<file path="src/rtl/mem_access.sv">
// Memory-access stage: issues byte/half/word loads and stores on a req/ack port,
// stalls upstream while a transaction is outstanding, and produces the register writeback.
module mem_access #(
  parameter int unsigned TIMEOUT = 16
) (
  input  logic        clk,
  input  logic        rst_n,
  input  logic        valid_in,
  input  logic [11:0] code,
  input  logic [4:0]  rdAddress,
  input  logic [31:0] dataOut_r,
  input  logic [31:0] dataOut_m,
  input  logic [31:0] memAddress,
  output logic        stall,
  output logic        mem_req,
  output logic        mem_we,
  output logic [31:0] mem_addr,
  output logic [3:0]  mem_be,
  output logic [31:0] mem_wdata,
  input  logic        mem_ack,
  input  logic [31:0] mem_rdata,
  output logic        wb_en,
  output logic [4:0]  wb_addr,
  output logic [31:0] wb_data,
  output logic        err
);

  localparam int unsigned CW = $clog2(TIMEOUT + 1);
  localparam logic [6:0] OP_LOAD  = 7'b0000011;
  localparam logic [6:0] OP_STORE = 7'b0100011;
  localparam logic [0:0] S_IDLE = 1'b0;
  localparam logic [0:0] S_BUSY = 1'b1;

  logic [0:0]    state_q, state_d;
  logic [CW-1:0] cnt_q, cnt_d;
  logic [2:0]    f3_q, f3_d;
  logic [1:0]    off_q, off_d;
  logic [4:0]    rd_q, rd_d;
  logic          mem_req_d, mem_we_d, wb_en_d, err_d;
  logic [31:0]   mem_addr_d, mem_wdata_d, wb_data_d;
  logic [3:0]    mem_be_d;
  logic [4:0]    wb_addr_d;
  logic          stall_c;

  logic [6:0]  opcode;
  logic [2:0]  funct3;
  logic        is_load, is_store, f3_ok, misaligned;
  logic [3:0]  be_c;
  logic [31:0] wdata_c, shifted_c, ld_data_c;
  logic        unused_bits;

  assign opcode      = code[6:0];
  assign funct3      = code[9:7];
  assign unused_bits = ^code[11:10];
  assign is_load     = (opcode == OP_LOAD);
  assign is_store    = (opcode == OP_STORE);
  assign stall       = stall_c;

  // Decode legality, alignment and store lane placement
  always_comb begin
    f3_ok      = 1'b0;
    misaligned = 1'b0;
    be_c       = 4'b1111;
    wdata_c    = dataOut_m;
    if (is_load)
      f3_ok = (funct3 == 3'b000) || (funct3 == 3'b001) || (funct3 == 3'b010) ||
              (funct3 == 3'b100) || (funct3 == 3'b101);
    else if (is_store)
      f3_ok = (funct3 == 3'b000) || (funct3 == 3'b001) || (funct3 == 3'b010);
    case (funct3[1:0])
      2'b01:   misaligned = memAddress[0];
      2'b10:   misaligned = (memAddress[1:0] != 2'b00);
      default: misaligned = 1'b0;
    endcase
    case (funct3[1:0])
      2'b00: begin
        be_c    = 4'(4'b0001 << memAddress[1:0]);
        wdata_c = {4{dataOut_m[7:0]}};
      end
      2'b01: begin
        be_c    = 4'(4'b0011 << memAddress[1:0]);
        wdata_c = {2{dataOut_m[15:0]}};
      end
      default: begin
        be_c    = 4'b1111;
        wdata_c = dataOut_m;
      end
    endcase
  end

  // Load lane extraction with sign/zero extension
  always_comb begin
    shifted_c = mem_rdata >> {off_q, 3'b000};
    case (f3_q)
      3'b000:  ld_data_c = {{24{shifted_c[7]}}, shifted_c[7:0]};
      3'b001:  ld_data_c = {{16{shifted_c[15]}}, shifted_c[15:0]};
      3'b100:  ld_data_c = {24'd0, shifted_c[7:0]};
      3'b101:  ld_data_c = {16'd0, shifted_c[15:0]};
      default: ld_data_c = mem_rdata;
    endcase
  end

  // Next-state and registered-output logic
  always_comb begin
    state_d     = state_q;
    cnt_d       = cnt_q;
    f3_d        = f3_q;
    off_d       = off_q;
    rd_d        = rd_q;
    mem_req_d   = mem_req;
    mem_we_d    = mem_we;
    mem_addr_d  = mem_addr;
    mem_be_d    = mem_be;
    mem_wdata_d = mem_wdata;
    wb_en_d     = 1'b0;
    wb_addr_d   = wb_addr;
    wb_data_d   = wb_data;
    err_d       = 1'b0;
    stall_c     = 1'b0;
    case (state_q)
      S_IDLE: begin
        if (valid_in) begin
          if (is_load || is_store) begin
            if (!f3_ok || misaligned) begin
              err_d = 1'b1;
            end else begin
              stall_c     = 1'b1;
              state_d     = S_BUSY;
              cnt_d       = '0;
              f3_d        = funct3;
              off_d       = memAddress[1:0];
              rd_d        = rdAddress;
              mem_req_d   = 1'b1;
              mem_we_d    = is_store;
              mem_addr_d  = {memAddress[31:2], 2'b00};
              mem_be_d    = be_c;
              mem_wdata_d = wdata_c;
            end
          end else begin
            wb_en_d   = (rdAddress != 5'd0);
            wb_addr_d = rdAddress;
            wb_data_d = dataOut_r;
          end
        end
      end
      default: begin
        // Ack takes priority over a timeout landing in the same cycle
        if (mem_ack) begin
          state_d   = S_IDLE;
          mem_req_d = 1'b0;
          if (!mem_we) begin
            wb_en_d   = (rd_q != 5'd0);
            wb_addr_d = rd_q;
            wb_data_d = ld_data_c;
          end
        end else if (cnt_q == CW'(TIMEOUT - 1)) begin
          state_d   = S_IDLE;
          mem_req_d = 1'b0;
          err_d     = 1'b1;
        end else begin
          stall_c = 1'b1;
          cnt_d   = cnt_q + CW'(1);
        end
      end
    endcase
  end

  always_ff @(posedge clk or negedge rst_n) begin
    if (!rst_n) begin
      state_q   <= S_IDLE;
      cnt_q     <= '0;
      f3_q      <= '0;
      off_q     <= '0;
      rd_q      <= '0;
      mem_req   <= 1'b0;
      mem_we    <= 1'b0;
      mem_addr  <= '0;
      mem_be    <= '0;
      mem_wdata <= '0;
      wb_en     <= 1'b0;
      wb_addr   <= '0;
      wb_data   <= '0;
      err       <= 1'b0;
    end else begin
      state_q   <= state_d;
      cnt_q     <= cnt_d;
      f3_q      <= f3_d;
      off_q     <= off_d;
      rd_q      <= rd_d;
      mem_req   <= mem_req_d;
      mem_we    <= mem_we_d;
      mem_addr  <= mem_addr_d;
      mem_be    <= mem_be_d;
      mem_wdata <= mem_wdata_d;
      wb_en     <= wb_en_d;
      wb_addr   <= wb_addr_d;
      wb_data   <= wb_data_d;
      err       <= err_d;
    end
  end

endmodule

</file>
<file path="config.mk">
export PLATFORM = sky130hd
export DESIGN_NAME = mem_access
export DESIGN_NICKNAME = d
export VERILOG_FILES = /design/src/rtl/mem_access.sv
export SDC_FILE = /design/constraint.sdc
export NUM_CORES = 1
export LEC_CHECK = 0
export CORE_MARGIN = 8
export CORE_UTILIZATION = 43
export CTS_CLUSTER_DIAMETER = 30
export DETAILED_ROUTE_END_ITERATION = 8
export PLACE_DENSITY = 0.81
export SYNTH_ARGS = -nofsm -noshare
export SYNTH_HDL_FRONTEND = slang
export SYNTH_SLANG_ARGS = --single-unit
</file>
<file path="constraint.sdc">
create_clock -name clk -period 3.3 [get_ports clk]
set_clock_uncertainty 0.15 [all_clocks]
set_input_delay 0.66 -clock clk [delete_from_list [all_inputs] [get_ports clk]]
set_output_delay 0.66 -clock clk [all_outputs]
set_load 0.01 [all_outputs]
</file>
Word level (Yosys, flattened, before mapping)
Cells that the tools add are included.
W data, S select, Z words.

cells by class
  bitwise gates (word level) = 2
  $add $sub $neg = 1
  equality and inequality tests = 19
  shift-type cells = 3
  mux-type cells = 45
  reduce and logical (&&, ||, !) cells = 19

operators with widths
  cell                   count
  $mux W32               5
  $pmux W32 S4           1
  $pmux W32 S2           1
  $mux W5                11
  $shr A32 B5 Y16        1
  $mux W1                25
  $eq A3 B3 Y1 const B   4
  $ne A2 B2 Y1 const B   6
  $reduce_and A4 Y1      3
  $reduce_bool A5 Y1     2
  $pmux W4 S2            1
  $eq A7 B2 Y1 const B   1
  $eq A7 B6 Y1 const B   1
  $eq A3 B1 Y1 const B   2
  $logic_not A3 Y1       2
  $logic_or A1 B1 Y1     6
  $reduce_bool A2 Y1     3
  $add A5 B1 Y5 const B  1
  $eq A5 B4 Y1 const B   1
  $reduce_and A5 Y1      1
  $shl A1 B2 Y4 const A  1
  $shl A2 B2 Y4 const A  1
  $eq A3 B2 Y1 const B   1
  $ne A3 B2 Y1 const B   1
  6 further kinds        7

word-level totals
  flip-flop bits (word level) = 123
  word-level logic and storage cells = 103
  input port bits = 149

Longest topological paths before layout
  depth after elaboration = 12
  depth in mapped cells = 11
  mapped depth without buffers = 8

Least setup slack after synthesis
OpenSTA, ideal clock, no wires.

  kind = input -> output
  start point = in code[8]
  end point = out stall
  slack = 0.502 ns
  cell stages on the path = 8
  data required time = 2.490 ns
  path buffers = 2
  arrival time = 1.988 ns
  path through = inv_1 ha_1 buf_4 nor2_4 a22oi_1 and4b_1 buf_4 or2_2

on the way
  cells in the longest elaborated chain, start to end = 12
  elaborated cells between the ends (all ways) = 20
  classes of those cells = eq/ne (6); mux (7); reduce/logical (7)

RTL lines
  element                                                  RTL line  source
  start: declaration                                       9         input logic [11:0] code,
  $eq A3 B1 Y1 / $logic_not A3 Y1 (equally long branches)  66, 69
  $logic_or A1 B1 Y1 (2 in series)                         66, 69
  $logic_or A1 B1 Y1                                       66        f3_ok = (funct3 == 3'b000) || (funct3 == 3'b001) || (funct3 == 3'b010) ||
  $logic_or A1 B1 Y1                                       67        (funct3 == 3'b100) || (funct3 == 3'b101);
  $mux W1                                                  65        if (is_load)
  $logic_not A1 Y1                                         124       if (!f3_ok || misaligned) begin
  $logic_or A1 B1 Y1 *                                     124
  $mux W1 *                                                124
  $mux W1 *                                                123       if (is_load || is_store) begin
  $mux W1 *                                                122       if (valid_in) begin
  $mux W1 *                                                120       case (state_q)
  end: declaration                                         14        output logic stall,

Mark *: on every way between the ends. The rest lies on a longest branch, timed or not.

Worst setup path in the final report
Ends and elaborated chain as after synthesis.

==> key figures <==
Outcome
  • Status: complete, no violations

Route
  • Detailed-route via count: 5766
  • DRT Pass-1 Iters: 5
  • DR iter-0 viols: 405
  • Vias per Instance: 5.60
  • DRC: 0
  • Wirelength per Cell: 20.0 µm
  • Routed wire length: 20600 µm
  • Final ANT Viol Nets: 0

Setup path
  • Setup CP Type: in2out
  • Flop-to-flop setup slack: 0.79 ns
  • WP data arrival: 2.38 ns
  • CP max-delay cell: clkdlybuf4s50_1
  • Worst endpoint required time: 2.49 ns
  • Crit Path Max Fanout: 3
  • CP Cell Sequence: clkdlybuf4s50_1 -> inv_1 -> ha_1 -> a21boi_2 -> and4b_4 -> or2_2 -> buf_2
  • Startpoint types: input pin
  • Critical path's top delay family: buffers and inverters
  • CP peak stage delay: 0.49 ns
  • Worst path buffer plus inverter count: 3
  • Kind of end point of the critical path: output pin

Yosys
  • Prevailing post-synth register cell: dfrtp_1
  • Avg Cell Area, Syn: 10.2 µm²
  • Mapped Area: 6020 µm²
  • FF+latch count, synth: 123
  • Post-synthesis sequential area ratio: 51.1%
  • Post-synth EDFFs: 0
  • Number of distinct library cells after synthesis: 48
  • Synth Warn #: 0
  • Fraction of registers with async set/reset: 100%
  • Syn Inst Count: 593

Timing
  • Period utilisation layout: 96.6%
  • Setup TNS: 0 ns
  • Final worst path period need: 3.19 ns
  • PnR worst setup slack: 0.113 ns
  • Final Hold Viols: 0
  • Slew margin rel.: 54.2%
  • # setup viols final: 0
  • RSZ-0062 raised after global routing: no
  • Final Max Tran Viols: 0
  • Fmax: 314 MHz
  • Least-Margin Pin Slew: 0.686 ns
  • Hold WS: 0.133 ns

GRT
  • GRT overflow: 0
  • Global-route wire length before repair: 32300 µm
  • Initial antenna violation count: 2
  • GRT Overall Usage: 22.9%
  • Vias in the first global route: 6009
  • Pin count of the biggest net entering global routing: 97

Clock tree
  • Post-CTS setup buffer count: 0
  • CTS Hold Bufs: 0
  • Clock slew at reported path FFs: 0.05 ns
  • TritonCTS clock tree: built
  • Latest clock arrival within the worst-skew pair: 0.41 ns
  • Clock H-tree levels: 4
  • Max Root-Sink Buffers: 2
  • Num CTS Buffers: 17
  • Clk sinks: 123
  • CTS root buf: clkbuf_16

Power and ir drop
  • PwrDens: 461 nW/µm²
  • Worst VDD drop: 0.313 mV
  • LEAKAGE: 0.00405 µW

Place
  • Post-DP HPWL: 15300 µm
  • Routability cong.: 0.844
  • Place WS: -0.291 ns
  • PortBufs: 254
  • Cell total after placement: 1001

Cells and area
  • Number of fill cells in the layout: 1072
  • Post-Layout Cell Count: 1030
  • Area Overhead vs Synth: 53.3%
  • Fraction of final layout cells sized beyond drive strength 1: 11.0%
  • Layout Nets: 994

Run
  • Max-cap violations: 0

Worst hold path
  • Min-delay worst type: in2async

Floorplan
  • DIE AREA: 18100 µm²
  • Die Y: 134 µm
  • Core area: 13800 µm²
  • Initial Util: 43.7%
  • Die X-Extent: 134 µm
  • Row Count: 43
  • Top-Level Pins: 259
report_power, final:
group | switching (µW) | total (µW) | internal (µW) | leakage, µW
Sequential | 100 | 1740 | 1640 | 0.00159
Clock | 592 | 1620 | 1030 | 0.000250
Combinational | 385 | 890 | 506 | 0.00221
Total | 1080 | 4260 | 3180 | 0.00405
area by class of cell:
class	count	area, µm²	share of cell area (%)
clock buffers	24	462	5.00
clock inverters	4	45.0	0.488
diodes	1	2.50	0.0271
flip-flops and latches	123	3080	33.3
multi-input cells	407	2630	28.5
inverters	18	67.6	0.732
repair buffers	273	2730	29.5
well taps	180	225	2.44
routing by layer:
layer	global-route usage (%)	up-vias	share of wire [%]
met5	0	-	0.063
met4	11.3	2	3.6
met3	9.20	53	11
met2	36.7	310	48
met1	26.0	2789	38
li1	-	2612	-
worst reg2reg max path, cell delays in order (launching register included):
cell and delay (ns):
dfrtp_1 0.71, inv_1 0.40, a21oi_1 0.62, o221ai_1 0.23
o21ai_0 0.17, o21ai_0 0.11
final timing paths:
| kind | from | to | cells after the start |
|---|---|---|---|
| min reg2reg | mem_req$_DFFE_PN0P_ | mem_req$_DFFE_PN0P_ | 1 |
| min in group clk | mem_req$_DFFE_PN0P_ | mem_req$_DFFE_PN0P_ | 1 |
| max in group asynchronous | rst_n | rd_q[4]$_DFFE_PN0P_ | 2 |
| max | code[8] | stall | 7 |
| max reg2reg | off_q[1]$_DFFE_PN0P_ | wb_data[6]$_DFFE_PN0P_ | 5 |
| min | rst_n | mem_be[2]$_DFFE_PN0P_ | 1 |
synth_stat cells, types with 8 or more instances:
library cell | count | area (µm²)
nand2_1 | 69 | 259
nand4_1 | 17 | 106
nand2b_1 | 12 | 75.1
a22oi_1 | 18 | 135
dfrtp_1 | 123 | 3080
a31oi_1 | 18 | 113
o221ai_1 | 8 | 70.1
nor2_1 | 45 | 169
inv_1 | 18 | 67.6
mux2_2 | 40 | 450
buf_4 | 9 | 67.6
and3_1 | 10 | 62.6
buf_2 | 10 | 50.1
clkbuf_1 | 18 | 67.6
mux2i_1 | 11 | 110
nand3b_1 | 19 | 143
o21ai_0 | 26 | 130
a21oi_1 | 42 | 210
repair_timing:
item / 4_1_cts / 5_1_grt
cloned: 0 / 0
endpoints found under the hold margin: 0 / 0
pin swaps: 1 / 0
setup endpoints to repair: 1 / 1
resized for setup: 7 / 1
metrics by stage:
| stage | power, µW | utilization [%] | cell area, µm² |
|---|---|---|---|
| after floorplan | 2070 | - | 6030 |
| after global placement | 2630 | 63.3 | 8720 |
| after detailed placement | 2650 | 63.3 | 8720 |
| after CTS | 4290 | 67.0 | 9230 |
| after global routing | 4460 | 67.1 | 9240 |
| final | 4260 | 67.1 | 9240 |
cells in the final DEF, fill, tap and decap left out, types with 4 or more instances in the layout:
master / instances
buf_4: 16
a21oi_1: 42
nor3_1: 6
mux2i_1: 11
nand2_1: 69
and3_1: 10
clkbuf_16: 17
inv_1: 18
a311oi_1: 5
clkdlybuf4s50_1: 251
a211oi_1: 5
mux2_2: 40
buf_12: 4
nand3b_1: 19
a32oi_1: 5
nand2b_1: 12
o221ai_1: 8
o21ai_0: 26
a31oi_1: 18
a22oi_1: 18
nand4_1: 17
clkbuf_1: 6
mux2_1: 6
or2_2: 4
o21ai_1: 5
ha_1: 4
dfrtp_1: 123
nor2_1: 45
registers in the layout (all words and copies together), names as in the netlist:
name,cells
wb_data,32
mem_wdata,32
wb_en,1
cnt_q,5
err,1
rd_q,5
f3_q,3
mem_we,1
mem_addr,30
mem_be,4
off_q,2
mem_req,1
state_q,1
wb_addr,5
cell families (layout without fill, tap and decap cells):
kind of cell	count (synthesis)	after routing	share of synthesized area [%]
buf+inv	64	319	5.69
simple gates	191	191	15.6
flops	123	123	51.1
fa+ha+maj	5	5	1.04
other cells	1	3	0.0623
xor+xnor	2	2	0.291
compound gates	150	150	15.8
mux	57	57	10.4
Power figures use the tool's default switching activity.
